==> config.mk <==
export PLATFORM = sky130hd
export DESIGN_NAME = uart_rx
export DESIGN_NICKNAME = d
export VERILOG_FILES = /design/src/rtl/uart_rx.sv
export SDC_FILE = /design/constraint.sdc
export NUM_CORES = 1
export LEC_CHECK = 0
export ABC_AREA = 1
export CAP_MARGIN = 20
export CORE_MARGIN = 8
export CORE_UTILIZATION = 60
export CTS_CLUSTER_DIAMETER = 40
export DETAILED_ROUTE_END_ITERATION = 7
export PLACE_DENSITY = 0.9
export SYNTH_ARGS = -nofsm -noshare
export SYNTH_HDL_FRONTEND = slang
export SYNTH_SLANG_ARGS = --single-unit
==> constraint.sdc <==
create_clock -name CLK50M -period 3.88 [get_ports CLK50M]
set_clock_uncertainty 0.05 [all_clocks]
set_input_delay 0.582 -clock CLK50M [delete_from_list [all_inputs] [get_ports CLK50M]]
set_output_delay 0.582 -clock CLK50M [all_outputs]
set_load 0.1 [all_outputs]
==> src/rtl/uart_rx.sv <==
// 8N1 UART receiver for the Z80 console port.
// Deserialises RXD into an 8-byte FWFT FIFO with sticky framing/overrun flags.
module uart_rx #(
    parameter int CLKS_PER_BIT = 1302,
    parameter int FIFO_AW      = 3
) (
    input  logic       CLK50M,
    input  logic       RST,
    input  logic       RXD,
    input  logic       RD_STB,
    input  logic       ERR_CLR,
    output logic [7:0] RX_DATA,
    output logic       RX_VALID,
    output logic       FRAME_ERR,
    output logic       OVERRUN
);

    localparam int HALF  = CLKS_PER_BIT / 2;
    localparam int CW    = $clog2(CLKS_PER_BIT);
    localparam int DEPTH = 2 ** FIFO_AW;

    typedef enum logic [2:0] {
        IDLE,
        START,
        DATA,
        STOP,
        BRK
    } state_t;

    state_t           state;
    logic             sync1;
    logic             sync2;
    logic             prev;
    logic [CW-1:0]    cnt;
    logic [2:0]       idx;
    logic [7:0]       shreg;
    logic [7:0]       mem [DEPTH];
    logic [FIFO_AW:0] wr_ptr;
    logic [FIFO_AW:0] rd_ptr;

    logic expire;
    logic stop_hit;
    logic push_req;
    logic fe_set;
    logic ovr_set;
    logic full;
    logic empty;
    logic pop_en;
    logic push_en;

    assign expire   = (cnt == '0);
    assign stop_hit = (state == STOP) && expire;
    assign push_req = stop_hit && sync2;
    assign fe_set   = stop_hit && !sync2;

    assign empty = (wr_ptr == rd_ptr);
    assign full  = (wr_ptr[FIFO_AW] != rd_ptr[FIFO_AW]) &&
                   (wr_ptr[FIFO_AW-1:0] == rd_ptr[FIFO_AW-1:0]);

    // A pop frees a slot in the same cycle, so a full FIFO can still accept
    assign pop_en  = RD_STB && !empty;
    assign push_en = push_req && (!full || pop_en);
    assign ovr_set = push_req && full && !pop_en;

    assign RX_VALID = !empty;
    assign RX_DATA  = mem[rd_ptr[FIFO_AW-1:0]];

    always_ff @(posedge CLK50M or posedge RST) begin
        if (RST) begin
            sync1 <= 1'b0;
            sync2 <= 1'b0;
            prev  <= 1'b0;
        end else begin
            sync1 <= RXD;
            sync2 <= sync1;
            prev  <= sync2;
        end
    end

    always_ff @(posedge CLK50M or posedge RST) begin
        if (RST) begin
            state <= IDLE;
            cnt   <= '0;
            idx   <= '0;
            shreg <= '0;
        end else begin
            unique case (state)
                IDLE: begin
                    if (!sync2 && prev) begin
                        cnt   <= CW'(HALF - 1);
                        state <= START;
                    end
                end
                START: begin
                    if (!expire) begin
                        cnt <= cnt - CW'(1);
                    end else if (!sync2) begin
                        cnt   <= CW'(CLKS_PER_BIT - 1);
                        idx   <= '0;
                        state <= DATA;
                    end else begin
                        state <= IDLE;
                    end
                end
                DATA: begin
                    if (!expire) begin
                        cnt <= cnt - CW'(1);
                    end else begin
                        shreg <= {sync2, shreg[7:1]};
                        cnt   <= CW'(CLKS_PER_BIT - 1);
                        idx   <= idx + 3'd1;
                        if (idx == 3'd7) begin
                            state <= STOP;
                        end
                    end
                end
                STOP: begin
                    if (!expire) begin
                        cnt <= cnt - CW'(1);
                    end else begin
                        state <= sync2 ? IDLE : BRK;
                    end
                end
                BRK: begin
                    if (sync2) begin
                        state <= IDLE;
                    end
                end
                default: state <= IDLE;
            endcase
        end
    end

    always_ff @(posedge CLK50M or posedge RST) begin
        if (RST) begin
            FRAME_ERR <= 1'b0;
            OVERRUN   <= 1'b0;
        end else begin
            FRAME_ERR <= fe_set  || (FRAME_ERR && !ERR_CLR);
            OVERRUN   <= ovr_set || (OVERRUN && !ERR_CLR);
        end
    end

    always_ff @(posedge CLK50M or posedge RST) begin
        if (RST) begin
            wr_ptr <= '0;
            rd_ptr <= '0;
            for (int i = 0; i < DEPTH; i++) begin
                mem[i] <= '0;
            end
        end else begin
            if (push_en) begin
                mem[wr_ptr[FIFO_AW-1:0]] <= shreg;
                wr_ptr <= wr_ptr + 1'b1;
            end
            if (pop_en) begin
                rd_ptr <= rd_ptr + 1'b1;
            end
        end
    end

endmodule

---- After elaboration in Yosys (flattened, before gate mapping) ----
Index checks and enable logic that the tools add are counted.
cells by class
  reduce and logical (&&, ||, !) cells .... 28
  magnitude comparators ................... 3
  mux-type cells .......................... 25
  equality and inequality tests ........... 17
  bitwise operators ....................... 2
  add/subtract/negate cells ............... 4
operators with widths
  kind                                                                   count
  64-bit bitwise mux                                                     1
  11-bit two-way mux                                                     5
  11-bit case mux with 4 select lines                                    1
  3-bit two-way mux                                                      10
  8-bit binary-select mux with 3-bit select                              1
  8-bit demux with 3-bit select                                          1
  8-bit two-way mux                                                      3
  2-bit != test, second input constant                                   8
  3-bit case mux with 5 select lines                                     1
  1-bit logical AND                                                      12
  11-bit logical NOT                                                     1
  11-bit by 1-bit subtractor with 11-bit output, second input constant   1
  4-bit by 1-bit adder with 4-bit output, second input constant          2
  4-bit greater-or-equal comparator, second input constant               2
  3-bit NOT with 4-bit output                                            2
  4-bit AND reduction                                                    2
  3-bit by 2-bit equality test with 1-bit output, second input constant  2
  3-bit equality test, second input constant                             2
  3-bit case mux with 2 select lines                                     1
  6-bit AND reduction                                                    1
  1-bit logical NOT                                                      5
  4-bit equality test                                                    1
  4-bit by 1-bit < comparator with 1-bit output, second input constant   1
  4-bit nonzero test                                                     1
  10 further kinds                                                       12
word-level totals
  bits of input ports ..................... 5
  word-level logic and storage cells ...... 98
  output and inout port bits .............. 11
  flip-flop bits (word level) ............. 102

---- Longest topological paths before layout ----
Gate-level depths: netlist (run 1).
  depth in word-level cells ............... 6
  depth in mapped cells ................... 11
  gate-level depth less buffers ........... 11

---- Worst setup path before layout (run 1) ----
OpenSTA, ideal clock, no wires.
  kind .................................... flip-flop to output port
  from .................................... register rd_ptr[0]
  to ...................................... output port RX_DATA[2]
  path slack .............................. 0.531 ns
  path buffers ............................ 2
  cell stages (with the launch flop) ...... 8
  data required time ...................... 3.248 ns
  data arrival time ....................... 2.717 ns
  cells stage by stage .................... dfrtp_1 buf_2 inv_1 clkbuf_1 nor2_1 o21ai_0 a21oi_1 a31oi_1
on the way
  cells in the longest elaborated chain, start to end .. 4
RTL lines
  what                                                  RTL line  source
  start, declared                                       39        logic [FIFO_AW:0] rd_ptr;
  start signal, assigned                                157       rd_ptr <= rd_ptr + 1'b1;
  3-bit NOT with 4-bit output (implied by the code)     66        assign RX_DATA = mem[rd_ptr[FIFO_AW-1:0]];
  8-bit binary-select mux with 3-bit select             66
  8-bit two-way mux (implied by the code) (2 in a row)  66
  end, declared                                         12        output logic [7:0] RX_DATA,
No other way between the ends. The select of a mux whose other input is x is not followed.

---- Worst setup path after layout (run 1) ----
  from .................................... register rd_ptr[0]
  to ...................................... output port RX_DATA[7]
Same word-level chain as after synthesis.

==> results.json, run 1 <==
{
  "status": "finished, final reports clean",
  "peakVddDrop_v": 0.000440,
  "cts_setup_buffers": 0,
  "critPathKind": "flip-flop to output pin",
  "grt_pass1_wl_um": 22100,
  "cts_tree": "yes",
  "gp_congestion": 0.896,
  "cp.arrival_ps": 2610,
  "dpl-instance-area_mm2": 0.00556,
  "clk_pin_slew_worst_paths_ps": 110,
  "setup_tns_ps": 0,
  "fin_crit_ps": 3250,
  "clkLatencyLatePin_ps": 380,
  "design_area_mm2": 0.00576,
  "critPathMaxStageDelay_ps": 690,
  "reg2reg_to": "mem[48]",
  "dieArea_mm2": 0.0124,
  "drc": 0,
  "die_w_um": 111,
  "numPortBuffers": 15,
  "hold_class": "flip-flop to flip-flop",
  "r2r_start": "rd_ptr[0]",
  "avgSynthCellArea_um2": 7.86,
  "grt_pass1_vias": 4450,
  "fmax_mhz": 308,
  "ios": 16,
  "htree_levels": 3,
  "startpoint": "rd_ptr[0]",
  "numClockSinks": 102,
  "avgViaCountPerCell": 6.07,
  "drv_slew": 0,
  "gr-total-overflow": 0,
  "grt_usage": 0.213,
  "path_buf_inv": 3,
  "period_share": 0.837,
  "critPathTopFamily": "buffers and inverters",
  "r2r_slack_ps": 940,
  "synth.distinct_cells": 31,
  "fin_cells": 807,
  "synthTopCellsByArea": "dfrtp_1 47%, nand2_1 18%, nand4_1 8.2%",
  "cp-start-kind": "flip-flop",
  "worst_pin_slew_ps": 974,
  "synth_edf_count": 0,
  "synth_area_mm2": 0.00547,
  "fp.coreArea_mm2": 0.00902,
  "yosysWarnings": 0,
  "yosysTopAreaCell": "dfrtp_1",
  "dp.cells": 791,
  "path_max_fanout": 36,
  "detail-route-antenna-nets": 0,
  "setup_violations": 0,
  "synth_top_cell_area_share": 0.466,
  "synth-main-ff-cell": "dfrtp_1",
  "async_reset_ff_frac": 1.00,
  "synthCells": 696,
  "reg2regPathDepth": 10,
  "drive_gt1_frac": 0.0848,
  "cp.depth": 7,
  "leakage_nw": 2.99,
  "nNetsFinal": 702,
  "antenna_found_initial": 0,
  "numCtsBuffers": 9,
  "clk_path_buf_depth": 2,
  "rsz0062_at_grt": "false",
  "synth_nets": 707,
  "max_slew_margin": 0.349,
  "drt-total-wl_um": 13000,
  "start_util": 0.607,
  "worstSetupEndpoint": "RX_DATA[7]",
  "vias": 4902,
  "drt-initial-drc-count": 449,
  "wl_per_cell_um": 16.1,
  "syn2layout_area_growth_pct": 5.28,
  "slowest_stage": "inv_1",
  "cap_viol_max_count": 0,
  "endpoint_kind": "output pin",
  "row_count": 35,
  "ys_ff_latch": 102,
  "hold_ws_ps": 335,
  "path_cells": "buf_4 > inv_1 > nand2_1 > nand2_1 > a21oi_1 > a31oi_1 > buf_4",
  "die_y_um": 111,
  "antenna_cells": 0,
  "finalWorstSetupSlack_ps": 634,
  "required_ps": 3250,
  "first_pass_iters": 5,
  "hold_buffers": 0,
  "hpwl_um": 8770,
  "dp_slack_ps": 1070,
  "whs_path_depth": 0,
  "finalHoldViolations": 0,
  "cellPowerDensity_mw_per_mm2": 671,
  "ys_seq_area_frac": 0.466,
  "cts_resized": 0,
  "grt_max_degree": 73,
  "root_buffer": "clkbuf_8"
}
[report_power, final]
| group | internal [mW] | switching [mW] | total (mW) |
|---|---|---|---|
| Combinational | 0.458 | 1.46 | 1.92 |
| Clock | 0.269 | 0.405 | 0.674 |
| Sequential | 1.16 | 0.116 | 1.27 |
[cell usage in the layout (no fill, tap or decap)]
cell type and count:
buf_12 1, clkinv_8 1, nand3_2 1, a21oi_2 1, a31oi_1 8, o21ai_1 1, nand3_1 24, inv_6 3
inv_2 3, nor2_4 3, buf_4 16, clkdlybuf4s50_1 6, nand2_1 256, o21ai_0 55, nand3_4 7, nand4_1 72
a21oi_1 14, inv_1 26, ha_1 6, clkinv_4 1, dfrtp_1 102, nand2_2 2, clkinv_1 1, xor2_1 3
o22ai_1 2, inv_4 1, inv_8 1, nor2_2 7, xnor2_1 4, nor2_1 56, clkbuf_8 10, o31ai_1 1
nor2_8 1
[registers in the layout, summed over array words and instances, names as in the netlist, 3 cells and up]
signal	flops
wr_ptr	4
idx	3
rd_ptr	4
mem	64
cnt	11
shreg	8
state	3
[cells by family after synthesis]
kind of cell             Yosys count  synth area share
flip-flops                       102             0.466
adder cells (fa/ha/maj)            6            0.0137
XOR/XNOR                           7            0.0112
AND/OR/NAND/NOR                  429             0.363
AO/OA/AOI/OAI                     82            0.0784
buffers and inverters             70            0.0675
[cell usage after synthesis, types with 3 or more instances]
master and count:
nand2_1 256, dfrtp_1 102, nand4_1 72, nor2_1 56
o21ai_0 55, inv_1 27, nand3_1 24, a21oi_1 14
clkbuf_1 13, buf_2 9, a31oi_1 8, buf_1 7
nand3_4 7, nor2_2 7, ha_1 6, buf_6 4
buf_8 4, xnor2_1 4, inv_2 3, nor2_4 3
xor2_1 3
[stage by stage]
step                       util  total power [mW]
after CTS                 0.639              3.85
after global placement    0.616              3.13
after floorplan               -              2.80
after detailed placement  0.616              3.19
final                     0.639              3.87
after global routing      0.639              4.11
[final cells by class]
| cell class | instances | area (um^2) |
|---|---|---|
| clock buffers | 10 | 138 |
| clock inverters | 6 | 62.6 |
| fillers | 744 | 3260 |
| inverters | 31 | 119 |
| multi-input cells | 524 | 2550 |
| flip-flops and latches | 102 | 2550 |
| well taps | 111 | 139 |
| repair buffers | 23 | 200 |
[worst reg2reg max path: stages (launching register included)]
cell     delay (ps)
dfrtp_1         340
buf_4           330
inv_1           500
nand2_1         190
nand2_1          90
a21oi_2         150
nand3_2         500
buf_4           450
nand3_4         160
nand2_1          70
nand2_1          70
[how the worst min path moves through the flow]
stage / from / to / slack [ps]
floorplan: sync1 / sync2 / 280
global placement: sync1 / sync2 / 290
detailed placement: sync1 / sync2 / 310
CTS: sync1 / sync2 / 340
global route: sync1 / sync2 / 360
finish: sync1 / sync2 / 340
[metal layers]
metal | up-vias | GRT usage | wire [um]
li1 | 2309 | - | -
met1 | 2316 | 0.276 | 5240
met2 | 250 | 0.345 | 6200
met3 | 27 | 0.0495 | 1250
met4 | 0 | 0.0702 | 274
met5 | - | 0 | 0
No activity file was read; power rests on OpenSTA's default activity.
==> run 2, diff against run 1 <==
- clock period: 3.88 -> 3.4 ns (I/O delays scaled with it)
==> results.json, run 2 (same netlist as run 1, synthesis figures left out) <==
{
  "max_slew_margin": 0.351,
  "regMostFlops": "mem",
  "wl_met3_um": 1030,
  "hold_class": "flip-flop to flip-flop",
  "combPwrFrac": 0.519,
  "start_util": 0.607,
  "p_clk_frac": 0.175,
  "fin_cells": 807,
  "switching_power_mw": 2.32,
  "first_pass_iters": 8,
  "clk_pin_slew_worst_paths_ps": 110,
  "grt_pass1_wl_um": 21600,
  "drc": 3,
  "dp_slack_ps": 782,
  "reg.largest.list": "mem: 64 flops, cnt: 11 flops, shreg: 8 flops",
  "peakVddDrop_v": 0.000532,
  "antenna_found_initial": 0,
  "root_buffer": "clkbuf_8",
  "design_area_mm2": 0.00591,
  "postLayoutCoreUtil": 0.655,
  "cp.arrival_ps": 2330,
  "numPortBuffers": 15,
  "fp.coreArea_mm2": 0.00902,
  "row_count": 35,
  "avgViaCountPerCell": 6.00,
  "dr_wl_met2_um": 6170,
  "fin_crit_ps": 2890,
  "fmax_mhz": 346,
  "numCtsBuffers": 9,
  "setup_violations": 0,
  "setup_tns_ps": 0,
  "clkLatencyLatePin_ps": 380,
  "nNetsFinal": 702,
  "gp_congestion": 0.930,
  "power_frac_seq": 0.306,
  "status": "complete, but fails checks",
  "dp.cells": 791,
  "numClockSinks": 102,
  "worst_pin_slew_ps": 971,
  "htree_levels": 3,
  "cap_viol_max_count": 0,
  "finalPower_mw": 4.74,
  "cellPowerDensity_mw_per_mm2": 802,
  "grt_pass1_vias": 4545,
  "finalHoldViolations": 0,
  "ios": 16,
  "die_w_um": 111,
  "grt_usage": 0.209,
  "hold_buffers": 0,
  "wl_met1_um": 5270,
  "gr-total-overflow": 0,
  "mostFrequentLayoutCell": "nand2_1",
  "required_ps": 2840,
  "drt-total-wl_um": 12900,
  "cp-start-kind": "flip-flop",
  "leakage_nw": 3.05,
  "path_max_fanout": 18,
  "finalWorstSetupSlack_ps": 510,
  "die_y_um": 111,
  "grt_max_degree": 58,
  "wl_per_cell_um": 15.9,
  "rsz0062_at_grt": "false",
  "syn2layout_area_growth_pct": 7.96,
  "vias": 4841,
  "drv_slew": 0,
  "dieArea_mm2": 0.0124,
  "critPathKind": "flip-flop to output pin",
  "largest_register_ffs": 64,
  "top_layer_used": "met4",
  "cts_resized": 0,
  "detail-route-antenna-nets": 0,
  "cts_setup_buffers": 0,
  "period_share": 0.850,
  "p_sw_frac": 0.489,
  "cts_tree": "yes",
  "drt-initial-drc-count": 495,
  "clk_path_buf_depth": 2,
  "hold_ws_ps": 314,
  "violations": "design-rule violations",
  "endpoint_kind": "output pin",
  "drive_gt1_frac": 0.0848,
  "antenna_cells": 0,
  "final_cell_mix": "256 x nand2_1, 102 x dfrtp_1, 72 x nand4_1, 56 x nor2_1, 55 x o21ai_0",
  "dpl-instance-area_mm2": 0.00569,
  "internal-power_mw": 2.42,
  "hpwl_um": 8750
}
## run 2: area by class of cell
| class | count | area [um^2] |
|---|---|---|
| multi-input combinational | 524 | 2550 |
| clock buffer | 9 | 124 |
| timing repair buffer | 23 | 325 |
| inverter | 31 | 119 |
| fill | 688 | 3110 |
| tap | 111 | 139 |
| sequential | 102 | 2550 |
| clock inverter | 7 | 97.6 |
## run 2: final timing paths
path	slack, ps	cells past startpoint	startpoint	endpoint
setup / recovery	510	7	rd_ptr[0]	RX_DATA[5]
hold / removal	310	0	sync1	sync2
setup reg to reg	720	8	rd_ptr[1]	mem[17]
hold reg to reg	310	0	sync1	sync2
max in group asynchronous	2070	3	RST	mem[7]
min in group asynchronous	550	2	RST	OVERRUN
## run 2: worst max-delay path: stages (launching register included)
cell,delay (ps)
dfrtp_1,390
inv_1,390
buf_4,300
nor2_1,60
o21ai_0,190
a21oi_1,90
a31oi_1,320
buf_12,220
## run 2: per-layer routing
layer,track usage,vias to the layer above
li1,-,2310
met1,0.249,2258
met2,0.345,220
met3,0.0640,53
met4,0.0809,0
met5,0,-
## run 2: power by group through the flow
stage                     combinational, mW  sequential, mW  clock [mW]
after floorplan                        1.78            1.42           0
final                                  2.46            1.45       0.830
after global placement                 2.38            1.46           0
after detailed placement               2.44            1.47           0
after global routing                   2.68            1.46       0.884
after CTS                              2.45            1.44       0.841
==> run 3, diff against run 2 <==
- CORE_UTILIZATION: 60 -> 56
- PLACE_DENSITY: 0.9 -> 0.88
- clock period: 3.4 -> 2.6 ns (I/O delays scaled with it)
==> results.json, run 3 (same netlist as run 1, synthesis figures left out) <==
{
  "gr-total-overflow": 0,
  "numClockSinks": 102,
  "cp.arrival_ps": 2030,
  "rsz0062_at_grt": "false",
  "period_share": 0.949,
  "path_max_fanout": 11,
  "critPathKind": "flip-flop to output pin",
  "path_buf_inv": 2,
  "antenna_found_initial": 0,
  "gr-usage-met1": 0.280,
  "ios": 16,
  "met2_usage": 0.346,
  "final_cell_mix": "256 x nand2_1, 102 x dfrtp_1, 72 x nand4_1, 56 x nor2_1, 55 x o21ai_0",
  "root_buffer": "clkbuf_8",
  "cap_viol_max_count": 0,
  "grt_max_degree": 103,
  "largest_register_ffs": 64,
  "slowest_stage": "dfrtp_1",
  "gp_congestion": 0.974,
  "drt-total-wl_um": 13400,
  "drc": 0,
  "first_pass_iters": 5,
  "status": "finished, final reports clean",
  "path_cells": "buf_4 > o21ai_0 > o21ai_0 > a21oi_1 > a31oi_2 > buf_12",
  "hpwl_um": 9190,
  "clk_pin_slew_worst_paths_ps": 110,
  "start_util": 0.568,
  "nNetsFinal": 706,
  "finalHoldViolations": 0,
  "fp.coreArea_mm2": 0.00964,
  "finalWorstSetupSlack_ps": 133,
  "hold_ws_ps": 317,
  "internal-power_mw": 3.13,
  "hold_buffers": 0,
  "grtUsageMet3": 0.0604,
  "final.fill_count": 789,
  "drv_slew": 0,
  "grt_pass1_wl_um": 23000,
  "required_ps": 2160,
  "dieArea_mm2": 0.0132,
  "detail-route-antenna-nets": 0,
  "p_sw_frac": 0.501,
  "dp_slack_ps": 358,
  "clkLatencyLatePin_ps": 390,
  "cts_tree": "yes",
  "die_y_um": 115,
  "grt_pass1_vias": 4767,
  "max_slew_margin": 0.492,
  "row_count": 36,
  "htree_levels": 3,
  "cp-start-kind": "flip-flop",
  "worst_pin_slew_ps": 760,
  "fin_crit_ps": 2470,
  "endpoint_kind": "output pin",
  "grt_busiest_layer": "met2",
  "numCtsBuffers": 9,
  "leakage_nw": 3.07,
  "fmax_mhz": 405,
  "power_frac_seq": 0.306,
  "numPortBuffers": 15,
  "grt_usage": 0.217,
  "syn2layout_area_growth_pct": 9.81,
  "avgViaCountPerCell": 5.96,
  "switching_power_mw": 3.14,
  "die_w_um": 115,
  "regMostFlops": "mem",
  "setup_violations": 0,
  "wl_per_cell_um": 16.1,
  "peakVddDrop_v": 0.000682,
  "worst_path_most_repeated_cell": "o21ai_0",
  "drive_gt1_frac": 0.106,
  "mostFrequentLayoutCell": "nand2_1",
  "critPathMaxStageDelay_ps": 550,
  "reg.largest.list": "mem: 64 flops, cnt: 11 flops, shreg: 8 flops",
  "critPathTopFamily": "compound AO/OA/AOI/OAI gates",
  "p_clk_frac": 0.166,
  "cellPowerDensity_mw_per_mm2": 1040,
  "clk_path_buf_depth": 2,
  "combPwrFrac": 0.528,
  "antenna_cells": 0,
  "hold_class": "flip-flop to flip-flop",
  "drt-initial-drc-count": 541,
  "vias": 4962,
  "setup_tns_ps": 0
}
run 3: metal layers:
layer,vias to the layer above,part of all wire
met5,-,0
met4,0,0.019
met3,30,0.098
met2,256,0.47
met1,2361,0.41
li1,2315,-
run 3: layout make-up:
| type | instances | area (um^2) | area share |
|---|---|---|---|
| Tap cell | 133 | 166 | 0.0277 |
| Clock inverter | 7 | 81.3 | 0.0135 |
| Clock buffer | 9 | 124 | 0.0206 |
| Inverter | 31 | 121 | 0.0202 |
| Multi-Input combinational cell | 524 | 2600 | 0.433 |
| Sequential cell | 102 | 2550 | 0.425 |
| Timing Repair Buffer | 27 | 363 | 0.0604 |
run 3: worst register-to-register path: cells and delay by family (launching register included):
family | cells | cell delay, ps
buffers and inverters | 3 | 730
adder cells (fa/ha/maj) | 1 | 190
flip-flops | 1 | 420
AND/OR/NAND/NOR | 6 | 820
run 3: final timing paths:
| path | cells after the start | slack [ps] | from | end |
|---|---|---|---|---|
| setup reg to reg | 10 | 340 | cnt[0] | mem[9] |
| min in group asynchronous | 3 | 420 | RST | cnt[4] |
| hold / removal | 0 | 320 | sync1 | sync2 |
| setup / recovery | 6 | 130 | rd_ptr[1] | RX_DATA[1] |
| max in group asynchronous | 3 | 1610 | RST | rd_ptr[2] |
| hold reg to reg | 0 | 320 | sync1 | sync2 |
run 3: timing repair:
action	in CTS	in global routing
setup buffers	0	0
setup endpoints to repair	1	0
gates resized for setup	1	0
run 3: stage by stage:
step / instances / util / power (mW) / cell area [um^2]
after floorplan: 696 / - / 4.25 / 5530
after global placement: 817 / 0.602 / 5.15 / 5800
after detailed placement: 817 / 0.602 / 5.22 / 5800
after CTS: 833 / 0.623 / 6.25 / 6010
after global routing: 833 / 0.623 / 6.63 / 6010
final: 833 / 0.623 / 6.28 / 6010
run 3: power groups by stage:
stage | clock [mW] | sequential, mW | combinational, mW
after global placement | 0 | 1.93 | 3.22
after global routing | 1.12 | 1.94 | 3.57
final | 1.04 | 1.92 | 3.31
after CTS | 1.05 | 1.91 | 3.29
after floorplan | 0 | 1.86 | 2.40
after detailed placement | 0 | 1.94 | 3.28
